`config.mk`:
```
export PLATFORM = sky130hd
export DESIGN_NAME = hilo_mac_unit
export DESIGN_NICKNAME = d
export VERILOG_FILES = /design/src/rtl/hilo_mac_unit.sv
export SDC_FILE = /design/constraint.sdc
export NUM_CORES = 1
export LEC_CHECK = 0
export BUFFER_PORTS_ARGS = -buffer_cell sky130_fd_sc_hd__buf_4
export CORE_ASPECT_RATIO = 1.25
export CORE_MARGIN = 3
export CORE_UTILIZATION = 35
export CTS_BUF_LIST = sky130_fd_sc_hd__clkbuf_4 sky130_fd_sc_hd__clkbuf_8
export CTS_CLUSTER_SIZE = 10
export DETAILED_ROUTE_END_ITERATION = 6
export SYNTH_ARGS = -nofsm -noshare
export SYNTH_HDL_FRONTEND = slang
export SYNTH_SLANG_ARGS = --single-unit
export TNS_END_PERCENT = 1
```
`constraint.sdc`:
```
create_clock -name Clk -period 8.3 [get_ports Clk]
set_input_delay 0 -clock Clk [delete_from_list [all_inputs] [get_ports Clk]]
set_output_delay 0 -clock Clk [all_outputs]
set_load 0.03 [all_outputs]
```
`src/rtl/hilo_mac_unit.sv`:
```
// rtl/hilo_mac_unit.sv - HI/LO multiply-accumulate and move unit for the execute stage
// Radix-2^STEP iterative multiplier into {HI,LO} with single-cycle mthi/mtlo moves.
module hilo_mac_unit #(
  parameter int STEP = 4
) (
  input  logic        Clk,
  input  logic        ResetN,
  input  logic        ValidIn,
  input  logic        MoveIn,
  input  logic        HiOrLoIn,
  input  logic        SignedIn,
  input  logic        MaddIn,
  input  logic        MsubIn,
  input  logic [31:0] AIn,
  input  logic [31:0] BIn,
  output logic        Busy,
  output logic        Done,
  output logic [31:0] HiOut,
  output logic [31:0] LoOut
);

  localparam int N  = 32 / STEP;
  localparam int CW = (N > 1) ? $clog2(N) : 1;

  typedef enum logic [1:0] {IDLE, MUL, FIN} state_t;

  state_t        state, nextState;
  logic [CW-1:0] iterCnt;
  logic [63:0]   aShift;
  logic [31:0]   bShift;
  logic [63:0]   partial;
  logic          maddQ, msubQ, negQ;

  logic          accept, lastIter;
  logic [31:0]   aMag, bMag;
  logic [63:0]   digitExt, digitProd, prodSigned, hiLo, result;

  assign accept   = ValidIn && (state == IDLE) && !Done;
  assign lastIter = (iterCnt == CW'(N - 1));

  // 0x80000000 negates to itself, which is the correct unsigned magnitude.
  assign aMag = (SignedIn && AIn[31]) ? -AIn : AIn;
  assign bMag = (SignedIn && BIn[31]) ? -BIn : BIn;

  assign digitExt   = {{(64-STEP){1'b0}}, bShift[STEP-1:0]};
  assign digitProd  = aShift * digitExt;
  assign prodSigned = negQ ? -partial : partial;
  assign hiLo       = {HiOut, LoOut};
  assign result     = msubQ ? (hiLo - prodSigned) :
                      maddQ ? (hiLo + prodSigned) : prodSigned;

  always_comb begin
    nextState = state;
    case (state)
      IDLE:    if (accept && !MoveIn) nextState = MUL;
      MUL:     if (lastIter) nextState = FIN;
      FIN:     nextState = IDLE;
      default: nextState = IDLE;
    endcase
  end

  always_ff @(posedge Clk or negedge ResetN) begin
    if (!ResetN) begin
      state <= IDLE;
      Busy  <= 1'b0;
      Done  <= 1'b0;
    end else begin
      state <= nextState;
      Busy  <= (nextState != IDLE);
      Done  <= (state == FIN);
    end
  end

  always_ff @(posedge Clk or negedge ResetN) begin
    if (!ResetN) begin
      HiOut   <= '0;
      LoOut   <= '0;
      iterCnt <= '0;
      aShift  <= '0;
      bShift  <= '0;
      partial <= '0;
      maddQ   <= 1'b0;
      msubQ   <= 1'b0;
      negQ    <= 1'b0;
    end else begin
      case (state)
        IDLE: begin
          if (accept) begin
            if (MoveIn) begin
              if (HiOrLoIn) HiOut <= AIn;
              else          LoOut <= AIn;
            end else begin
              maddQ   <= MaddIn;
              msubQ   <= MsubIn;
              negQ    <= SignedIn & (AIn[31] ^ BIn[31]);
              aShift  <= {32'b0, aMag};
              bShift  <= bMag;
              partial <= '0;
              iterCnt <= '0;
            end
          end
        end
        MUL: begin
          partial <= partial + digitProd;
          aShift  <= aShift << STEP;
          bShift  <= bShift >> STEP;
          iterCnt <= iterCnt + CW'(1);
        end
        FIN: begin
          {HiOut, LoOut} <= result;
        end
        default: ;
      endcase
    end
  end

endmodule

```
==> results by group, run 1 <==
Synthesis
  • Register area share after synthesis: 19.02%
  • Yosys top cell area share: 19.02%
  • Syn Inst Count: 4,017
  • Post-synth net total: 4,472
  • Ys Warns: 0
  • Syn_area_per_cell: 7.664 µm²
  • Post-synth top area cell: dfrtp_1
  • Most frequent cells after synthesis: 454 x inv_1, 385 x nand2_1, 355 x a21oi_1, 292 x o21ai_0, 266 x nor2_1
  • Most area-consuming cells after synthesis: dfrtp_1 19%, fa_1 12%, ha_1 8.1%, a21oi_1 5.8%, inv_1 5.5%
  • Seq cells post-synth: 234
  • Asr flop ratio synth: 100.0%
  • Top-count cell post-synth: inv_1
  • Synth unique cells: 100
  • Mapped cell area: 30,790 µm²
  • Post-synth top flop: dfrtp_1
  • EDFF count, synth: 0

Worst setup path
  • R2R Path End: HiOut[6]
  • Crit path capture type: register
  • Critical Path RT: 8.94 ns
  • Critical Path AT: 7.46 ns
  • R2R cell count: 24
  • R2r startpoint: partial[0]
  • FF-to-FF setup slack: 1.48 ns
  • Worst Path Max Fanout: 13
  • Startpoint Class: register
  • Kind of critical path: register to register

Routing
  • Vias per inst: 5.576
  • Vias: 29,580
  • DRT Pass-1 Iters: 7
  • Drc violations: 2
  • Routed WL: 110,700 µm
  • DRT iter0 DRCs: 2,541
  • DRT antenna net count: 0
  • Wirelength per Cell: 20.87 µm

Placement
  • Placed Cells: 5,111
  • I/O Buffers: 137
  • Placed instance area: 32,620 µm²
  • DP HPWL: 83,670 µm
  • Global placement routability congestion: 0.9573

Clock tree
  • Clock slew at reported path FFs: 0.06 ns
  • Number of H-tree levels: 2
  • Clock sink count: 234
  • Total CTS buffers: 48
  • Clock latency on the worst-skew pair: 0.70 ns
  • Post-CTS sizing: 0
  • CTS tree: built
  • Setup Buffers After CTS: 0
  • CTS Hold Bufs: 110
  • Clock Path Buffers: 3
  • Clk root buf: clkbuf_8

Min path
  • Hold Path Sink: iterCnt[2]
  • Min-delay src: MoveIn
  • WHS Path Cells: 4
  • Hold Crit Class: input port to register

Final layout
  • Register Area: 5858 µm²
  • Area Growth Syn to Fin: 13.09%
  • Final net count: 4,558
  • Area of the multi-input gates: 22,320 µm²
  • Final Non-Filler Cells: 5,305
  • Fin area: 34,820 µm²
  • Layout cells sized above 1: 7.666%
  • Filler cells: 9,222

Global routing
  • Vias in the first global route: 28,920
  • First-pass GRT wire length: 171,400 µm
  • Initial antenna violation count: 4
  • Largest net degree at the start of global routing: 88
  • GRT overflow: 0
  • GRT Overall Usage: 23.63%

Floorplan
  • Core Area: 87,200 µm²
  • Die area: 91,580 µm²
  • Io pins: 138
  • Initial Util: 35.30%
  • Die width: 271.3 µm
  • Die height: 337.6 µm
  • Site Rows: 121

Timing
  • Worst hold margin: 0.07366 ns
  • Crit share post-route: 82.20%
  • Slew Limit Headroom: 30.41%
  • Post-route setup TNS: 0 ns
  • Unrepaired setup endpoints after global routing: no
  • Clock skew: 0.05737 ns
  • Fin. Hold Viols: 0
  • F_max: 0.1466 GHz
  • Pins Over Slew Limit: 0
  • Final Critical Period: 6.822 ns
  • # setup viols final: 0
  • Slew @ Worst Pin: 1.029 ns

Flow run
  • Max cap viols: 0

Status
  • Status: finished with violations
  • Failing checks: DRC
critical path, stage by stage, from the launching register on:
cell	delay [ns]
dfrtp_1	0.44
inv_1	0.10
ha_1	0.20
or4b_1	0.45
or3_1	0.49
clkinv_4	0.11
nand2_1	0.09
or2_2	0.32
o41ai_1	0.33
xnor2_1	0.26
inv_1	0.08
ha_1	0.55
nand4_1	0.26
or4_1	0.47
nor3_1	0.17
o221ai_1	0.20
nand3_1	0.31
a31o_2	0.31
and3_1	0.40
nor3_1	0.08
a21oi_1	0.14
o22ai_1	0.10
o21a_1	0.19
a31oi_1	0.15
dlygate4sd3_1	0.57
metrics by stage:
stage,util [%],worst slack [ns]
6_report,39.93,1.478
3_3_place_gp,37.41,1.673
5_1_grt,39.92,1.146
3_5_place_dp,37.41,1.673
2_1_floorplan,-,2.942
4_1_cts,39.92,1.546
worst max-delay path by stage:
stage                           start           to  slack, ns
after floorplan             bShift[2]  partial[57]       2.94
after global placement     partial[0]    HiOut[28]       1.67
after detailed placement  partial[22]    HiOut[31]       1.67
after CTS                  partial[0]     HiOut[6]       1.55
after global routing       partial[0]     HiOut[6]       1.15
final                      partial[0]     HiOut[6]       1.48
registers in the layout, summed over array words and instances, names as in the netlist:
name     flops
Busy         1
Done         1
HiOut       32
LoOut       32
aShift      64
bShift      32
iterCnt      3
maddQ        1
msubQ        1
negQ         1
partial     64
state        2
layer usage:
metal  vias to the layer above  GRT usage [%]  wire length (µm)
met3                       196          2.527              6148
met2                       958          38.87             51080
met5                         -              0                 0
li1                      14000              -                 -
met1                     14430          31.69             48450
met4                         0          9.845              5010
layout make-up:
type	instances	area share [%]
sequential	234	16.82
antenna	2	0.01437
clock buffer	70	2.533
multi-input combinational	3083	64.10
tap	1168	4.197
clock inverter	12	0.5534
timing repair buffer	275	6.792
inverter	461	4.984
placed cells by master, fill, tap and decap left out, types with 71 or more instances in the layout:
cell / count
a21oi_1: 355
ha_1: 199
and2_1: 243
buf_4: 164
dfrtp_1: 232
nand2_1: 385
o21ai_0: 292
inv_1: 454
o31ai_1: 71
dlygate4sd3_1: 109
a21o_1: 88
nor2_1: 265
fa_1: 184
xnor2_1: 152
cells by family (layout without fill, tap and decap cells):
| group | count (synthesis) | after routing | share of synthesized area (%) |
|---|---|---|---|
| AO/OA/AOI/OAI | 1231 | 1231 | 25.47 |
| XOR/XNOR | 215 | 215 | 6.141 |
| adder cells (fa/ha/maj) | 383 | 383 | 20.05 |
| buffers and inverters | 700 | 818 | 8.640 |
| flip-flops | 234 | 234 | 19.02 |
| multiplexers | 39 | 39 | 1.268 |
| other | 0 | 2 | 0 |
| AND/OR/NAND/NOR | 1215 | 1215 | 19.41 |
Power of run 1 is not shown: default switching activity piles up to over one toggle a cycle in this logic, so the estimate is an artifact.
==> run 2, diff against run 1 <==
--- a/config.mk
+++ b/config.mk
@@ -5,6 +5,7 @@
 export SDC_FILE = /design/constraint.sdc
 export NUM_CORES = 1
 export LEC_CHECK = 0
+export ABC_AREA = 1
 export BUFFER_PORTS_ARGS = -buffer_cell sky130_fd_sc_hd__buf_4
 export CORE_ASPECT_RATIO = 1.25
 export CORE_MARGIN = 3
==> constraint.sdc (replaced) <==
create_clock -name Clk -period 5.9 [get_ports Clk]
set_input_delay 0 -clock Clk [delete_from_list [all_inputs] [get_ports Clk]]
set_output_delay 0 -clock Clk [all_outputs]
set_load 0.03 [all_outputs]
==> run 2 against run 1 <==
Against the previous run:
- the run still ends with DRC left
- clock skew is 0.0023 ns higher
- flip-flop and latch count stayed put
- wire length increased by 47%
- sequential share of layout area decreased by 2.4 points
- register-to-register slack worse by 0.90 ns
- cell area up 17%
- final cell count rose by 44%
- worst hold slack got worse by 0.0088 ns
- utilization decreased by 0.21 points
- worst setup slack lost 0.90 ns
- count of clock-buffer cells in the layout decreased by 1
- highest routed layer is now met5
==> results by group, run 2 <==
Timing
  • Unrepaired setup endpoints after global routing: no
  • Crit share post-route: 90.21%
  • Fin. Hold Viols: 0
  • Pins Over Slew Limit: 0
  • Slew Limit Headroom: 24.38%
  • # setup viols final: 0
  • Clock skew: 0.05968 ns
  • Final Critical Period: 5.322 ns
  • Post-route setup TNS: 0 ns
  • F_max: 0.1879 GHz
  • Slew @ Worst Pin: 1.133 ns

Synthesis
  • Seq cells post-synth: 234
  • Asr flop ratio synth: 100.0%
  • Mapped cell area: 36,110 µm²
  • Post-synth top flop: dfrtp_1
  • Yosys top cell area share: 17.53%
  • Most frequent cells after synthesis: 1,687 x nand2_1, 1,312 x inv_1, 606 x nor2_1, 384 x a21oi_1, 374 x o21ai_0
  • EDFF count, synth: 0
  • Top-count cell post-synth: nand2_1
  • Post-synth net total: 6,560
  • Syn_area_per_cell: 5.915 µm²
  • Syn Inst Count: 6,105
  • Synth unique cells: 56
  • Register area share after synthesis: 16.21%
  • Post-synth top area cell: nand2_1
  • Ys Warns: 0
  • Most area-consuming cells after synthesis: nand2_1 18%, dfrtp_1 16%, inv_1 14%, fa_1 10%, ha_1 6.9%

Clock tree
  • Clock sink count: 234
  • CTS tree: built
  • Clock latency on the worst-skew pair: 0.71 ns
  • CTS Hold Bufs: 122
  • Post-CTS sizing: 0
  • Clock Path Buffers: 3
  • Setup Buffers After CTS: 0
  • Number of H-tree levels: 2
  • Clk root buf: clkbuf_8
  • Total CTS buffers: 47
  • Clock slew at reported path FFs: 0.07 ns

Worst setup path
  • Worst Path Max Fanout: 35
  • Cell chain of the critical path: buf_4 -> nand2_1 -> inv_1 -> fa_1 -> fa_1 -> inv_1 -> fa_1 -> inv_1 -> ha_1 -> a21oi_1 -> o21ai_0 -> a21oi_1 -> nor2_1 -> nor2_1 -> nand3_1 -> nand2_1 -> inv_1 -> nor2_1 -> nand2_1 -> nand3_1 -> nand2_1
  • Startpoint Class: register
  • Crit path buf inv count: 5
  • Critical Path AT: 5.93 ns
  • CP max stage delay: 0.73 ns
  • Critical path's top delay family: adder cells
  • Kind of critical path: register to register
  • Crit path capture type: register
  • Critical Path RT: 6.50 ns
  • Crit path max-delay cell type: dfrtp_2

Global routing
  • GRT Overall Usage: 30.05%
  • Largest net degree at the start of global routing: 94
  • GRT overflow: 0
  • First-pass GRT wire length: 241,800 µm
  • Initial antenna violation count: 4
  • Vias in the first global route: 39,600

Floorplan
  • Die height: 365.1 µm
  • Die area: 107,100 µm²
  • Core Area: 102,300 µm²
  • Io pins: 138
  • Die width: 293.3 µm
  • Initial Util: 35.31%
  • Site Rows: 131

Routing
  • Routed WL: 163,200 µm
  • Vias per inst: 5.299
  • Vias: 40,440
  • Wirelength per Cell: 21.39 µm
  • Drc violations: 9
  • DRT Pass-1 Iters: 7
  • DRT iter0 DRCs: 3,438
  • DRT antenna net count: 0

Flow run
  • Max cap viols: 0

Min path
  • Hold Crit Class: input port to register

Status
  • Failing checks: DRC
  • Status: finished with violations

Final layout
  • Final net count: 6,717
  • Commonest non-fill, non-tap cell in the layout: nand2_1
  • Largest registers: aShift x64, partial x64
  • Area Growth Syn to Fin: 12.50%
  • Most frequent cells in the layout: 1,686 x nand2_1, 1,310 x inv_1, 602 x nor2_1, 384 x a21oi_1, 374 x o21ai_0
  • Layout cells sized above 1: 5.241%
  • Final core utilization: 39.72%

Placement
  • DP HPWL: 133,700 µm
  • Global placement routability congestion: 1.066
  • I/O Buffers: 137
-- run 2: cell types whose count changed in the layout (fill, tap and decap cells not counted), sizes merged, moves of 131 or more --
cell   delta
inv     +866
nand3   +295
and2    -240
nand2  +1315
xnor2   -131
nor2    +359
-- run 2: logic make-up after synthesis --
kind of cell,synth area share (%)
AOI/OAI and AO/OA,15.44
xor gates and xnor gates,2.793
adders and majority gates,17.09
buffers and inverters,15.84
DFF,16.21
and+or+nand+nor,32.62
-- run 2: tightest hold or removal path, stage by stage --
cell	delay [ns]
buf_4	0.09
nor2_1	0.05
nor2_2	0.07
buf_4	0.35
nand2_1	0.09
o211ai_1	0.08
-- run 2: worst paths after layout --
| path | from | end | slack (ns) | cells past startpoint |
|---|---|---|---|---|
| worst max-delay path | bShift[1] | partial[49] | 0.58 | 21 |
| max in group asynchronous | ResetN | aShift[32] | 3.83 | 4 |
| min in group asynchronous | ResetN | partial[60] | 0.48 | 3 |
| worst min register to register | aShift[63] | aShift[63] | 0.48 | 2 |
| worst max register to register | bShift[1] | partial[49] | 0.58 | 21 |
| worst min-delay path | HiOrLoIn | LoOut[3] | 0.06 | 6 |
-- run 2: metal layers --
layer | vias up | global-route usage, % | wire length, µm
met3 | 477 | 4.183 | 11270
met4 | 2 | 23.79 | 15320
li1 | 19290 | - | -
met5 | - | 0 | 14
met1 | 18990 | 35.62 | 63020
met2 | 1684 | 49.06 | 73570
-- run 2: cell type report --
| class | count | area (µm²) |
|---|---|---|
| Clock buffer | 69 | 880.8 |
| Antenna cell | 4 | 10.01 |
| Timing Repair Buffer | 285 | 2452 |
| Inverter | 1322 | 4969 |
| Clock inverter | 15 | 222.7 |
| Sequential cell | 234 | 5863 |
| Fill cell | 11390 | 61650 |
| Multi-Input combinational cell | 4372 | 24560 |
| Tap cell | 1330 | 1664 |
-- run 2: through the flow --
step	std cells	area, µm²	setup WS (ns)	hold slack [ns]
after global placement	7421	38290	0.6465	0.1147
after CTS	7627	40620	0.6508	0.009613
after global routing	7630	40620	0.2681	0.08415
after floorplan	6105	36110	1.789	-0.2956
final	7631	40630	0.5777	0.06484
after detailed placement	7421	38290	0.6639	0.1117
Power of run 2 is left out for the same reason.
